## src/rtl/logo_pkg.sv

```systemverilog
// Shared constants and FSM state encoding for the logo wave scanner.
package logo_pkg;

  localparam int COLS    = 251;
  localparam int ROWS    = 38;
  localparam int ADDR_W  = 10;
  localparam int ROW_TOP = ROWS - 1;
  localparam int IDX_W   = $clog2(ROWS);
  localparam int SHIFT_W = ADDR_W + 2;

  typedef enum logic [2:0] {
    ST_IDLE,
    ST_FETCH,
    ST_CAPTURE,
    ST_PRESENT,
    ST_DWELL
  } state_t;

endpackage

```

## src/rtl/logo_wave_scan_ctrl_if.sv

```systemverilog
// ROM address/data and column valid/ready bus between the scanner and its peers.
interface logo_wave_scan_ctrl_if;
  import logo_pkg::*;

  logic [ADDR_W-1:0] rom_addr;
  logic [ROWS-1:0]   rom_data;
  logic [ROWS-1:0]   col_data;
  logic              col_valid;
  logic              col_ready;

  modport master (
    output rom_addr, col_data, col_valid,
    input  rom_data, col_ready
  );

  modport slave (
    input  rom_addr, col_data, col_valid,
    output rom_data, col_ready
  );

endinterface

```

## src/rtl/logo_wave_shift.sv

```systemverilog
// Combinational vertical shift of one column, zero fill; out row k = in row k-shift.
// Row k lives at bit ROW_TOP-k, so a positive shift moves the image toward bit 0.
module logo_wave_shift
  import logo_pkg::*;
(
  input  logic [ROWS-1:0]           rom_data,
  input  logic signed [SHIFT_W-1:0] shift,
  output logic [ROWS-1:0]           col_out
);

  always_comb begin
    int src;
    src     = 0;
    col_out = '0;
    for (int k = 0; k < ROWS; k++) begin
      src = k - int'(shift);
      if (src >= 0 && src < ROWS) begin
        col_out[IDX_W'(ROW_TOP - k)] = rom_data[IDX_W'(ROW_TOP - src)];
      end
    end
  end

endmodule

```

## src/rtl/logo_wave_scan_ctrl.sv

```systemverilog
// Walks logo ROM columns, applies per-column wave shift, presents each over valid/ready
// and holds it DWELL_CYCLES; col_valid stays high with data frozen until col_ready.
module logo_wave_scan_ctrl
  import logo_pkg::*;
#(
  parameter int DWELL_CYCLES = 1000,
  parameter int AMP          = 4
) (
  input  logic                   clk,
  input  logic                   rst_n,
  input  logic                   enable,
  input  logic                   wave_en,
  logo_wave_scan_ctrl_if.master  bus,
  output logic                   frame_start,
  output logic                   frame_done,
  output logic [7:0]             frame_cnt
);

  localparam int DW_W = $clog2(DWELL_CYCLES) + 1;
  localparam logic [ADDR_W:0]   PERIOD_W   = (ADDR_W + 1)'(4 * AMP);
  localparam logic [ADDR_W:0]   HALF_W     = (ADDR_W + 1)'(2 * AMP);
  localparam logic [ADDR_W:0]   AMP_W      = (ADDR_W + 1)'(AMP);
  localparam logic [ADDR_W-1:0] LAST_COL   = ADDR_W'(COLS - 1);
  localparam logic [DW_W-1:0]   DWELL_LOAD = DW_W'(DWELL_CYCLES - 1);

  state_t              state_q, state_d;
  logic [ADDR_W-1:0]   rom_addr_q, rom_addr_d;
  logic [ROWS-1:0]     col_data_q, col_data_d;
  logic                col_valid_q, col_valid_d;
  logic                frame_start_q, frame_start_d;
  logic                frame_done_q, frame_done_d;
  logic [7:0]          frame_cnt_q, frame_cnt_d;
  logic [DW_W-1:0]     dwell_q, dwell_d;

  logic [ADDR_W:0]           phase_sum, phase, tri_w;
  logic signed [SHIFT_W-1:0] wave_s;
  logic [ROWS-1:0]           shifted;

  // Triangle wave over 4*AMP columns, recentred to -AMP..+AMP.
  always_comb begin
    phase_sum = {1'b0, rom_addr_q} + {{(ADDR_W - 7){1'b0}}, frame_cnt_q};
    phase     = phase_sum % PERIOD_W;
    tri_w     = (phase < HALF_W) ? phase : (PERIOD_W - phase);
    wave_s    = wave_en ? ($signed({1'b0, tri_w}) - $signed({1'b0, AMP_W})) : '0;
  end

  logo_wave_shift u_shift (
    .rom_data (bus.rom_data),
    .shift    (wave_s),
    .col_out  (shifted)
  );

  always_comb begin
    state_d       = state_q;
    rom_addr_d    = rom_addr_q;
    col_data_d    = col_data_q;
    col_valid_d   = col_valid_q;
    frame_start_d = 1'b0;
    frame_done_d  = 1'b0;
    frame_cnt_d   = frame_cnt_q;
    dwell_d       = dwell_q;
    case (state_q)
      ST_IDLE: begin
        rom_addr_d = '0;
        if (enable) state_d = ST_FETCH;
      end
      ST_FETCH: state_d = ST_CAPTURE;
      ST_CAPTURE: begin
        col_data_d    = shifted;
        col_valid_d   = 1'b1;
        frame_start_d = (rom_addr_q == '0);
        state_d       = ST_PRESENT;
      end
      ST_PRESENT: begin
        if (col_valid_q && bus.col_ready) begin
          col_valid_d = 1'b0;
          dwell_d     = DWELL_LOAD;
          state_d     = ST_DWELL;
        end
      end
      ST_DWELL: begin
        if (dwell_q != '0) begin
          dwell_d = dwell_q - DW_W'(1);
        end else begin
          if (rom_addr_q == LAST_COL) begin
            frame_done_d = 1'b1;
            frame_cnt_d  = frame_cnt_q + 8'd1;
            rom_addr_d   = '0;
          end else begin
            rom_addr_d = rom_addr_q + ADDR_W'(1);
          end
          // Stopping always restarts the next run from column 0.
          if (enable) begin
            state_d = ST_FETCH;
          end else begin
            state_d    = ST_IDLE;
            rom_addr_d = '0;
          end
        end
      end
      default: state_d = ST_IDLE;
    endcase
  end

  always_ff @(posedge clk) begin
    if (!rst_n) begin
      state_q       <= ST_IDLE;
      rom_addr_q    <= '0;
      col_data_q    <= '0;
      col_valid_q   <= 1'b0;
      frame_start_q <= 1'b0;
      frame_done_q  <= 1'b0;
      frame_cnt_q   <= '0;
      dwell_q       <= '0;
    end else begin
      state_q       <= state_d;
      rom_addr_q    <= rom_addr_d;
      col_data_q    <= col_data_d;
      col_valid_q   <= col_valid_d;
      frame_start_q <= frame_start_d;
      frame_done_q  <= frame_done_d;
      frame_cnt_q   <= frame_cnt_d;
      dwell_q       <= dwell_d;
    end
  end

  assign bus.rom_addr  = rom_addr_q;
  assign bus.col_data  = col_data_q;
  assign bus.col_valid = col_valid_q;
  assign frame_start   = frame_start_q;
  assign frame_done    = frame_done_q;
  assign frame_cnt     = frame_cnt_q;

endmodule
```

## src/flat_wrapper.sv

```systemverilog
// flat-port wrapper written by rule: the top's interface ports become plain ports
module logo_wave_scan_ctrl_flat import logo_pkg::*;
#(
  parameter int DWELL_CYCLES = 1000,
  parameter int AMP          = 4
)
  (clk, rst_n, enable, wave_en, frame_start, frame_done, frame_cnt, bus_rom_addr, bus_col_data, bus_col_valid, bus_rom_data, bus_col_ready);
  logo_wave_scan_ctrl_if bus_i ();
  input  logic clk;
  input  logic rst_n;
  input  logic enable;
  input  logic wave_en;
  output logic frame_start;
  output logic frame_done;
  output logic [7:0] frame_cnt;
  output wire logic [$bits(bus_i.rom_addr)-1:0] bus_rom_addr;
  output wire logic [$bits(bus_i.col_data)-1:0] bus_col_data;
  output wire logic [$bits(bus_i.col_valid)-1:0] bus_col_valid;
  input wire logic [$bits(bus_i.rom_data)-1:0] bus_rom_data;
  input wire logic [$bits(bus_i.col_ready)-1:0] bus_col_ready;
  assign bus_rom_addr = bus_i.rom_addr;
  assign bus_col_data = bus_i.col_data;
  assign bus_col_valid = bus_i.col_valid;
  assign bus_i.rom_data = bus_rom_data;
  assign bus_i.col_ready = bus_col_ready;
  logo_wave_scan_ctrl #(.DWELL_CYCLES(DWELL_CYCLES), .AMP(AMP)) u_core (.clk(clk), .rst_n(rst_n), .enable(enable), .wave_en(wave_en), .bus(bus_i), .frame_start(frame_start), .frame_done(frame_done), .frame_cnt(frame_cnt));
endmodule
```

## config.mk

```make
export PLATFORM = sky130hd
export DESIGN_NAME = logo_wave_scan_ctrl_flat
export DESIGN_NICKNAME = d
export VERILOG_FILES = /design/src/rtl/logo_pkg.sv /design/src/rtl/logo_wave_scan_ctrl_if.sv /design/src/rtl/logo_wave_shift.sv /design/src/rtl/logo_wave_scan_ctrl.sv /design/src/flat_wrapper.sv
export SDC_FILE = /design/constraint.sdc
export NUM_CORES = 1
export LEC_CHECK = 0
export CAP_MARGIN = 20
export CORE_MARGIN = 4
export CORE_UTILIZATION = 50
export CTS_CLUSTER_SIZE = 28
export DETAILED_ROUTE_END_ITERATION = 10
export DONT_BUFFER_PORTS = 1
export PLACE_DENSITY = 0.63
export REMOVE_ABC_BUFFERS = 1
export SYNTH_ARGS = -nofsm -noshare
export SYNTH_HDL_FRONTEND = slang
export SYNTH_SLANG_ARGS = --single-unit
export TNS_END_PERCENT = 20
```

## constraint.sdc

```tcl
create_clock -name clk -period 6.71 [get_ports clk]
set_input_delay 0.671 -clock clk [delete_from_list [all_inputs] [get_ports clk]]
set_output_delay 0.671 -clock clk [all_outputs]
set_load 0.05 [all_outputs]
```

==> impl_metrics.ini <==
[setup_path]
startpoint_type = register
critical_setup_path_class = register to register
cp_max_fo = 18
timing.critical_path.required_ns = 6.94
critPathCaptureType = register
critPathArrivalTime_ns = 6.29

[clock_network]
holdBufCountCts = 0
tritoncts.num_buffers = 9
cts_max_path_buffers = 2
cts.htree.levels = 3
cts.repair.resized = 0
clkSinkCount = 67
worstSkewPairLatency_ns = 0.36
clockRootBuffer = sky130_fd_sc_hd__clkbuf_16
post_cts_buffers = 0
clock_tree_from_tritoncts = built
worst_setup_hold_path_clk_slew_ns = 0.06

[global_route]
gr-total-overflow = 0
first_global_vias = 9299
pin_count_of_the_biggest_net_entering_global_routing = 38
track_usage_pct = 32.6
grt_first_pass_wirelength_mm = 55.3
antenna_found_initial = 0

[layout]
antenna_cells_inserted = 0
layout.cell_area.non_filler_um2 = 10300
syn2layout_area_growth_pct = 6.96
leading_cell_type_in_the_layout_fill_and_taps_excluded = sky130_fd_sc_hd__nand2_1
post_layout_nonfiller_instances = 1523
final_layout_size_suffix_gt1_share_pct = 11.1
final_nets = 1354
layout_common_cells = sky130_fd_sc_hd__nand2_1, sky130_fd_sc_hd__mux2i_1, sky130_fd_sc_hd__nor2_1

[run]
max_cap_viol_count = 0

[power_and_ir_drop]
power.share.clock_pct = 29.1
power.net_switching_w = 0.000743
power.leakage_nw = 4.06
p_sw_share_pct = 42.1
ir_drop_mv = 0.109
cell_internal_pwr_w = 0.00102
power_frac_comb_pct = 47.0
cell_pwr_density_nw_per_um2 = 171
power.sequential.fraction_pct = 23.9

[die]
floorplan.initialDensity_pct = 51.2
fp.dieH_um = 147
die_width_um = 147
pin_count = 102
rows = 50
floorplan.core_area_um2 = 18900
die-area_um2 = 21600

[detailed_routing]
drt-vias-per-instance = 6.62
dr.first_iter.drc_count = 1363
routed_wirelength_mm = 36.1
wire_per_inst_um = 23.7
drtAntennaViolNets = 0
drc_errors = 0
routed-via-count = 10086
drt_pass_1_iters = 6

[worst_hold_path]
hold_path_class = primary input to register

[synthesis]
post_synth_edffs = 0
synth_cell_types = 87
postSynth.asyncResetShare_pct = 0
synth_sequential_area_ratio_pct = 13.9
syn-mean-instance-area_um2 = 7.61
post_synth_instance_area_um2 = 9670
yosys_warnings = 0
synth_cells = 1271
most_instantiated_flip_flop_cell_in_the_synthesis_netlist = sky130_fd_sc_hd__dfxtp_1
postSynthRegisterBits = 67

[timing]
final-hold-violation-count = 0
post-route-worst-setup-slack_ns = 0.652
setup_violations = 0
grt_setup_unrepaired = false
skew_ns = 0.0159
tcrit_tclk_final_pct = 90.3
finalCriticalPeriod_ns = 6.06
worst_hold_slack_ns = 0.470
timing.slew.headroom_pct = 22.4
maximum_clock_rate_ghz = 0.165
tightest_pin_transition_ns = 1.15
timing.final.max_slew_violations = 0

[place]
gpl.final_weighted_congestion = 1.03
dp.cells = 1507
buffer_ports.inserted = 0
detailedPlacementHpwl_mm = 27.5
postPlaceCellArea_um2 = 10000
preCtsSetupSlack_ns = 0.715

[status]
result_of_the_run = complete, no violations
-- final cells by class --
class / instances / area [um2]
well taps: 260 / 325
clock buffers: 9 / 225
flip-flops and latches: 67 / 1340
fillers: 1886 / 8550
inverters: 37 / 144
multi-input cells: 1086 / 7800
clock inverters: 7 / 82.6
repair buffers: 57 / 428
-- cell usage after synthesis (all sizes together), types with 35 or more instances --
cell	count	area, um2
ha	52	651
nand3	41	210
nand2	118	443
dfxtp	67	1340
clkbuf	54	204
a21oi	101	509
xnor2	80	708
nor3	49	255
o21ai	74	370
mux2i	105	1050
nor2	103	387
inv	35	131
-- per-stage QoR --
stage	total power (W)	setup TNS, ns	utilization [%]
final	0.00177	0	54.8
after global routing	0.00185	0	54.8
after CTS	0.00176	0	54.8
after detailed placement	0.00124	0	53.1
after global placement	0.00123	0	53.1
after floorplan	0.00102	-0.0888	-
-- worst paths after layout --
| check | end | start | depth (start not counted) | slack, ns |
|---|---|---|---|---|
| min reg2reg | u_core.dwell_q[10] | u_core.dwell_q[10] | 2 | 0.51 |
| max | u_core.bus.col_data[27] | u_core.bus.rom_addr[0] | 17 | 0.65 |
| max reg2reg | u_core.bus.col_data[27] | u_core.bus.rom_addr[0] | 17 | 0.65 |
| min | u_core.bus.col_data[6] | rst_n | 2 | 0.47 |
-- state kept, by name, indices dropped and copies added, names as in the netlist --
register,flops
u_core.bus.col_valid,1
u_core.frame_start,1
u_core.dwell_q,11
u_core.bus.rom_addr,10
u_core.bus.col_data,32
u_core.frame_cnt,8
u_core.frame_done,1
u_core.state_q,3
-- critical path, cell delays in order (launching register included) --
cell and delay [ns]:
sky130_fd_sc_hd__dfxtp_1 0.74, sky130_fd_sc_hd__ha_1 0.29, sky130_fd_sc_hd__inv_1 0.06, sky130_fd_sc_hd__fa_1 0.47, sky130_fd_sc_hd__ha_1 0.29, sky130_fd_sc_hd__nand2_1 0.08, sky130_fd_sc_hd__and4b_1 0.19, sky130_fd_sc_hd__or4_4 0.69
sky130_fd_sc_hd__ha_1 0.38, sky130_fd_sc_hd__nor4_1 0.69, sky130_fd_sc_hd__nor2_1 0.24, sky130_fd_sc_hd__inv_1 0.14, sky130_fd_sc_hd__ha_1 0.30, sky130_fd_sc_hd__xnor2_1 0.37, sky130_fd_sc_hd__mux2i_1 0.38, sky130_fd_sc_hd__nor2_1 0.08
sky130_fd_sc_hd__mux2_2 0.26, sky130_fd_sc_hd__o41ai_1 0.27
-- kinds of logic (layout without fill, tap and decap cells) --
family	Yosys count	in the layout	share of synthesized area, %
AND/OR/NAND/NOR	433	433	21.8
AO/OA/AOI/OAI	332	332	21.9
multiplexers	150	150	19.4
buffers and inverters	123	110	5.77
XOR/XNOR	111	111	10.2
flip-flops	67	67	13.9
adder cells (fa/ha/maj)	53	53	6.93
other	2	7	0.0776
-- power by group through the flow --
stage / Clock, W / Combinational [W] / Sequential [W]
after floorplan: 0 / 0.000589 / 0.000430
after global placement: 0 / 0.000802 / 0.000430
after detailed placement: 0 / 0.000807 / 0.000430
after CTS: 0.000524 / 0.000811 / 0.000421
after global routing: 0.000538 / 0.000891 / 0.000422
final: 0.000513 / 0.000831 / 0.000421
-- per-layer routing --
metal  routed length [um]  GRT usage [%]
met5                    0              0
met4                 1510           12.5
met3                 3690           5.80
met2                15200           48.4
met1                15700           47.1
No activity file was read; power rests on OpenSTA's default activity.
